--- config.mk ---
export PLATFORM = sky130hd
export DESIGN_NAME = uart_tx_arbiter
export DESIGN_NICKNAME = d
export VERILOG_FILES = /design/src/rtl/uart_tx_arbiter.sv
export SDC_FILE = /design/constraint.sdc
export NUM_CORES = 1
export LEC_CHECK = 0
export ABC_AREA = 1
export CORE_ASPECT_RATIO = 0.5
export CORE_UTILIZATION = 35
export DETAILED_ROUTE_END_ITERATION = 12
export GPL_TIMING_DRIVEN = 0
export PLACE_DENSITY = 0.7
export RECOVER_POWER = 50
export SETUP_SLACK_MARGIN = 0.15
export SYNTH_ARGS = -nofsm -noshare
export SYNTH_HDL_FRONTEND = slang
export SYNTH_SLANG_ARGS = --single-unit
--- constraint.sdc ---
create_clock -name HCLK -period 1.45 [get_ports HCLK]
set_input_delay 0.29 -clock HCLK [delete_from_list [all_inputs] [get_ports HCLK]]
set_output_delay 0.29 -clock HCLK [all_outputs]
set_load 0.02 [all_outputs]
--- src/rtl/uart_tx_arbiter.sv ---
// uart_tx_arbiter: round-robin owner of the UART TX FIFO write port.
// A grant lasts one message (req_last), cut short by burst limit or idle timeout.
//
// Ports:
//   HCLK, HRESETn   clock, async active-low reset
//   req_valid/data/last  NREQ byte-stream requesters (8-bit packed lanes)
//   req_ready       per-requester accept strobe (valid & ready = transfer)
//   fifo_full       TX FIFO full flag
//   fifo_wr/wdata   TX FIFO write port
//   grant           one-hot current owner, zero when idle
//   busy            a grant is held
//   timeout_err     one-cycle pulse after a grant is revoked by timeout
module uart_tx_arbiter #(
  parameter int NREQ      = 4,
  parameter int MAX_BURST = 16,
  parameter int TIMEOUT   = 64
) (
  input  logic              HCLK,
  input  logic              HRESETn,
  input  logic [NREQ-1:0]   req_valid,
  input  logic [8*NREQ-1:0] req_data,
  input  logic [NREQ-1:0]   req_last,
  output logic [NREQ-1:0]   req_ready,
  input  logic              fifo_full,
  output logic              fifo_wr,
  output logic [7:0]        fifo_wdata,
  output logic [NREQ-1:0]   grant,
  output logic              busy,
  output logic              timeout_err
);

  localparam int PW = $clog2(NREQ);
  localparam int BW = $clog2(MAX_BURST + 1);
  localparam int TW = $clog2(TIMEOUT);

  typedef enum logic {
    IDLE,
    LOCKED
  } state_e;

  state_e          state_q, state_d;
  logic [NREQ-1:0] grant_q, grant_d;
  logic [PW-1:0]   ptr_q, ptr_d;
  logic [BW-1:0]   bcnt_q, bcnt_d;
  logic [TW-1:0]   tcnt_q, tcnt_d;
  logic            to_q, to_d;

  logic            pick_vld;
  logic [PW-1:0]   pick_idx;
  logic            own_valid;
  logic            own_last;
  logic [7:0]      own_data;
  logic            wr;

  // Scan downward from ptr+NREQ to ptr+1 so the last hit,
  // i.e. the one nearest above ptr, wins.
  always_comb begin
    logic [PW-1:0] idx;
    pick_vld = 1'b0;
    pick_idx = ptr_q;
    idx      = '0;
    for (int k = NREQ; k >= 1; k--) begin
      idx = PW'((int'(ptr_q) + k) % NREQ);
      if (req_valid[idx]) begin
        pick_vld = 1'b1;
        pick_idx = idx;
      end
    end
  end

  // ptr always holds the owner index while LOCKED.
  assign own_valid = req_valid[ptr_q];
  assign own_last  = req_last[ptr_q];
  assign own_data  = req_data[{ptr_q, 3'b000} +: 8];

  always_comb begin
    state_d    = state_q;
    grant_d    = grant_q;
    ptr_d      = ptr_q;
    bcnt_d     = bcnt_q;
    tcnt_d     = tcnt_q;
    to_d       = 1'b0;
    req_ready  = '0;
    wr         = 1'b0;
    fifo_wdata = 8'h00;
    unique case (state_q)
      IDLE: begin
        if (pick_vld) begin
          state_d = LOCKED;
          grant_d = NREQ'(1) << pick_idx;
          ptr_d   = pick_idx;
          bcnt_d  = '0;
          tcnt_d  = '0;
        end
      end
      LOCKED: begin
        req_ready  = grant_q & {NREQ{~fifo_full}};
        wr         = own_valid & ~fifo_full;
        fifo_wdata = own_data;
        if (wr) begin
          bcnt_d = bcnt_q + BW'(1);
          tcnt_d = '0;
          // last and burst limit together still release once
          if (own_last ||
              (bcnt_q + BW'(1) == BW'(MAX_BURST))) begin
            state_d = IDLE;
            grant_d = '0;
          end
        end else if (!own_valid) begin
          // a full FIFO with valid owner is a stall, not idleness
          if (tcnt_q == TW'(TIMEOUT - 1)) begin
            state_d = IDLE;
            grant_d = '0;
            to_d    = 1'b1;
          end else begin
            tcnt_d = tcnt_q + TW'(1);
          end
        end
      end
      default: begin
        state_d = IDLE;
        grant_d = '0;
      end
    endcase
  end

  always_ff @(posedge HCLK or negedge HRESETn) begin
    if (!HRESETn) begin
      state_q <= IDLE;
      grant_q <= '0;
      ptr_q   <= PW'(NREQ - 1);
      bcnt_q  <= '0;
      tcnt_q  <= '0;
      to_q    <= 1'b0;
    end else begin
      state_q <= state_d;
      grant_q <= grant_d;
      ptr_q   <= ptr_d;
      bcnt_q  <= bcnt_d;
      tcnt_q  <= tcnt_d;
      to_q    <= to_d;
    end
  end

  assign fifo_wr     = wr;
  assign grant       = grant_q;
  assign busy        = (state_q == LOCKED);
  assign timeout_err = to_q;

endmodule

[Yosys cells after proc, flatten, opt, wreduce, memory -nomap -nowiden]
Index checks and enable logic that the tools add are counted.
Cells by class
  add/subtract/negate cells: 6
  shift-type cells: 2
  bitwise operators: 4
  eq/ne operators: 8
  reduce and logical (&&, ||, !) cells: 5
  muxes and demuxes: 47
  $lt $le $gt $ge: 5
Operators with widths (number)
  indexed part select 32 x 6 -> 8 bit: 1
  2-to-1 mux 4 bit: 6
  2-to-1 mux 6 bit: 4
  2-to-1 mux 1 bit: 20
  < comparator 2 x 3 -> 1 bit, second input constant: 5
  binary-select mux 1 bit (select 2 bit): 6
  one-hot mux 6 bit (2 select lines): 1
  2-to-1 mux 5 bit: 2
  one-hot mux 5 bit (2 select lines): 1
  2-to-1 mux 2 bit: 4
  2-to-1 mux 8 bit: 1
  one-hot mux 4 bit (2 select lines): 1
  adder 6 x 1 -> 6 bit, second input constant: 1
  == test 6 bit, second input constant: 1
  != test 3 x 2 -> 1 bit, second input constant: 2
  adder 5 x 1 -> 5 bit, second input constant: 1
  == test 5 bit, second input constant: 1
  adder 2 x 1 -> 2 bit, second input constant: 2
  adder 2 bit, second input constant: 2
  bitwise AND 4 bit: 1
  AND reduction 2 bit: 2
  AND reduction 4 bit: 1
  left shift 1 x 2 -> 4 bit, first input constant: 1
  != test 3 x 1 -> 1 bit, second input constant: 1
  8 further kinds: 9
Storage, ports and cells
  flip-flop bits (word level): 19
  input port bits: 43
  output and inout port bits: 19
  word-level logic and storage cells: 83

[Logic depth before layout (Yosys ltp)]
  word-level depth: 10
  depth in mapped cells: 12
  mapped depth without buffers: 12

[Least setup slack after synthesis]
OpenSTA, ideal clock, no wires.
  kind: register -> output
  start: register ptr_q[1]
  end: output fifo_wdata[0]
  buffers on the path: 2
  cell stages (with the launch flop): 5
  arrival: 1492 ps
  data required time: 1160 ps
  setup slack: -332 ps
  cell sequence: dfstp_2 -> buf_2 -> buf_2 -> nand3_1 -> a31oi_1
On the way
  longest elaborated chain between the ends: 2
RTL lines
  start: declaration: RTL line 43  | logic [PW-1:0] ptr_q, ptr_d;
  start signal: assignment: RTL line 131  | ptr_q <= PW'(NREQ - 1);
  start signal: assignment: RTL line 138  | ptr_q <= ptr_d;
  indexed part select 32 x 6 -> 8 bit: RTL line 74  | assign own_data = req_data[{ptr_q, 3'b000} +: 8];
  2-to-1 mux 8 bit: RTL line 86  | unique case (state_q)
  end: declaration: RTL line 26  | output logic [7:0] fifo_wdata,
Every way passes these cells.

[Worst setup path after layout]
  start: register ptr_q[1]
  end: output fifo_wdata[7]
The elaborated chain is that of the path after synthesis.

==> results.sh <==
export IMPL_status="finished with violations"
export IMPL_violations="negative setup slack"
export IMPL_crit_type="flip-flop to output port"
export IMPL_multiInputGateArea_sq_um=1410
export IMPL_final_hold_violation_count=0
export IMPL_ctsHoldBuffers=0
export IMPL_pwr_share_comb_pct=81.4
export IMPL_clk_pin_slew_worst_paths_ps=70
export IMPL_grt_pass1_vias=1988
export IMPL_grt_setup_unrepaired="true"
export IMPL_cp_arrival_ps=1640
export IMPL_yosysSeqAreaShare_pct=31.1
export IMPL_routabilityCongestion=0.837
export IMPL_ys_types=30
export IMPL_syn_avg_cell_area_sq_um=6.79
export IMPL_n_antenna_cell=0
export IMPL_hold_start="bcnt_q[4]"
export IMPL_rrSetupSlack_ps=-420
export IMPL_tns_ps=-11200
export IMPL_cts_made_buffers=3
export IMPL_grt_overflow=0
export IMPL_fin_crit_sh_pct=133
export IMPL_grt_usage_pct=26.6
export IMPL_layout_nets=370
export IMPL_slowest_delay_ps=580
export IMPL_synth_nets=271
export IMPL_clock_skew_ps=3.98
export IMPL_path_common_cell="buf_6"
export IMPL_total_power_mw=6.49
export IMPL_drive_gt1_share_pct=40.4
export IMPL_hold_ws_ps=497
export IMPL_dieWidth_microns=95.7
export IMPL_grt_first_pass_wirelength_mm=9.58
export IMPL_worst_r2r_path_depth=12
export IMPL_htree_levels=1
export IMPL_cts_sinks=19
export IMPL_wire_per_inst_microns=15.9
export IMPL_clk_path_buf_depth=2
export IMPL_synth_seq_cells=19
export IMPL_area_growth_syn_to_layout_pct=105
export IMPL_die_y_microns=48.8
export IMPL_start_kind="flip-flop"
export IMPL_yosysWarnings=0
export IMPL_io_buffers=61
export IMPL_finalWorstPathRequiredPeriod_ps=1930
export IMPL_fill_cells=238
export IMPL_design_area_sq_um=3140
export IMPL_vias_per_cell=5.29
export IMPL_path_cells="buf_6 -> buf_6 -> buf_8 -> nand3_2 -> a31oi_4 -> buf_6"
export IMPL_placed_area_sq_um=2420
export IMPL_crit_required_ps=1160
export IMPL_setup_slack_ps=-478
export IMPL_synth_area_top_cells="dfrtp_1 28%, nand2_1 19%, nand3_1 10%, a22oi_1 3.9%, inv_1 3.7%"
export IMPL_synth_area_sq_um=1540
export IMPL_clock_power_share_pct=5.7
export IMPL_timing_max_cap_violations=0
export IMPL_yosysTopAreaCell="dfrtp_1"
export IMPL_rr_endpoint="tcnt_q[4]"
export IMPL_wirelength_mm=6.03
export IMPL_fmax_mhz=519
export IMPL_cts_tree="yes"
export IMPL_crit_slowest_cell="dfstp_2"
export IMPL_die_area_sq_um=4670
export IMPL_hold_end="bcnt_q[4]"
export IMPL_grt_max_degree=20
export IMPL_drt_iter0_drc=124
export IMPL_cts_root_buf="clkbuf_8"
export IMPL_tightest_slew_ps=860
export IMPL_synth_top_cell_area_share_pct=27.7
export IMPL_syn_inst=226
export IMPL_dp_hpwl_mm=3.54
export IMPL_max_slew_margin_pct=42.5
export IMPL_dr_pass1_iters=4
export IMPL_p_int_mw=3.27
export IMPL_setup_viol_count_final=31
export IMPL_ioPinCount=62
export IMPL_max_vdd_ir_drop_uv=1390
export IMPL_reg2reg_from="ptr_q[0]"
export IMPL_regArea_sq_um=479
export IMPL_p_leak_nw=1.35
export IMPL_slew_viol_final=0
export IMPL_postRouteAntennaNets=0
export IMPL_antenna_found_initial=0
export IMPL_final_util_pct=77.7
export IMPL_start_util_pct=38.0
export IMPL_num_vias=2001
export IMPL_p_switching_mw=3.23
export IMPL_drc=0
export IMPL_hold_path_class="flip-flop to flip-flop"
export IMPL_power_density_nw_per_um2=2070
export IMPL_critPathMaxFanout=5
export IMPL_worstHoldPathCells=2
export IMPL_cp_end_kind="output port"
export IMPL_core_area_sq_um=4040
export IMPL_seqPwrFrac_pct=12.9
export IMPL_insertion_delay_ps=260
export IMPL_std_cell_rows=16
export IMPL_p_sw_share_pct=49.7
cell type report:
| class | instances | area share (%) |
|---|---|---|
| inverter | 20 | 2.75 |
| clock buffer | 4 | 1.43 |
| timing repair buffer | 92 | 30.5 |
| sequential | 19 | 15.3 |
| multi-input combinational | 183 | 44.9 |
| tap | 54 | 2.15 |
| buffer | 6 | 3.03 |
sequential cells by signal (all words and copies together) (netlist names):
name         flops
bcnt_q           5
busy             1
grant            4
ptr_q            2
tcnt_q           6
timeout_err      1
timing repair:
action                                  CTS  global route
buffers inserted                         25             5
gates resized for setup                 146            18
endpoints found under the setup margin   37            35
pin swaps                                17            12
gates cloned                              3             0
critical path: cells and delay by family, from the launching register on:
family	cells	cell delay (ps)
simple gates	1	100
flops	1	580
buf+inv	4	520
compound gates	1	180
cell usage after synthesis, drive strengths merged:
| cell type | n |
|---|---|
| a21oi | 2 |
| a22oi | 8 |
| a31oi | 8 |
| buf | 3 |
| clkbuf | 3 |
| clkinv | 1 |
| dfrtp | 17 |
| dfstp | 2 |
| ha | 2 |
| inv | 19 |
| nand2 | 83 |
| nand3 | 37 |
| nand3b | 2 |
| nand4 | 5 |
| nor2 | 15 |
| nor3 | 2 |
| o211ai | 4 |
| o21ai | 10 |
| xnor2 | 1 |
| xor2 | 2 |
metal layers:
metal / up-vias / GRT usage, % / share of wire, %
met4: 0 / 5.97 / 1.4
met5: - / 0 / 0
li1: 967 / - / -
met2: 69 / 46.8 / 52
met3: 9 / 4.98 / 5.8
met1: 956 / 33.8 / 41
power by group through the flow:
stage                     combinational, mW  clock (mW)  sequential, mW
final                                  5.29       0.370           0.837
after global routing                   5.62       0.398           0.851
after floorplan                        2.36           0           0.890
after detailed placement               3.36           0           0.882
after CTS                              4.83       0.379           0.830
after global placement                 3.30           0           0.878
cell usage in the layout (no fill, tap or decap), types with 5 or more instances in the layout:
master,n
inv_2,5
clkdlybuf4s50_1,41
nand3_4,15
a31oi_4,8
buf_12,5
nor2_4,9
a22oi_2,8
buf_6,21
nand4_1,5
dfrtp_1,16
nand2_1,71
nand3_1,13
nand2_2,9
inv_1,12
buf_4,21
nor2_1,7
nand3_2,9
per-stage QoR:
step	worst slack (ps)	std cells
6_report	-478	378
5_1_grt	-554	378
4_1_cts	-442	373
3_5_place_dp	-817	341
3_3_place_gp	-792	341
2_1_floorplan	-64.9	226
worst max-delay path by stage:
stage	end	from	slack (ps)	depth (start not counted)
2_1_floorplan	fifo_wdata[1]	ptr_q[1]	-60	4
3_3_place_gp	fifo_wr	req_valid[1]	-790	6
3_5_place_dp	fifo_wdata[2]	ptr_q[0]	-820	5
4_1_cts	fifo_wdata[2]	ptr_q[1]	-440	6
5_1_grt	tcnt_q[3]	ptr_q[0]	-550	12
6_report	fifo_wdata[7]	ptr_q[1]	-480	6
logic make-up after synthesis:
logic type               Yosys count  share of synthesized area [%]
AO/OA/AOI/OAI                     32                           14.8
flip-flops                        19                           31.1
buffers and inverters             26                           7.01
XOR/XNOR                           3                           1.71
AND/OR/NAND/NOR                  144                           43.8
adder cells (fa/ha/maj)            2                           1.63
Power figures use the tool's default switching activity.
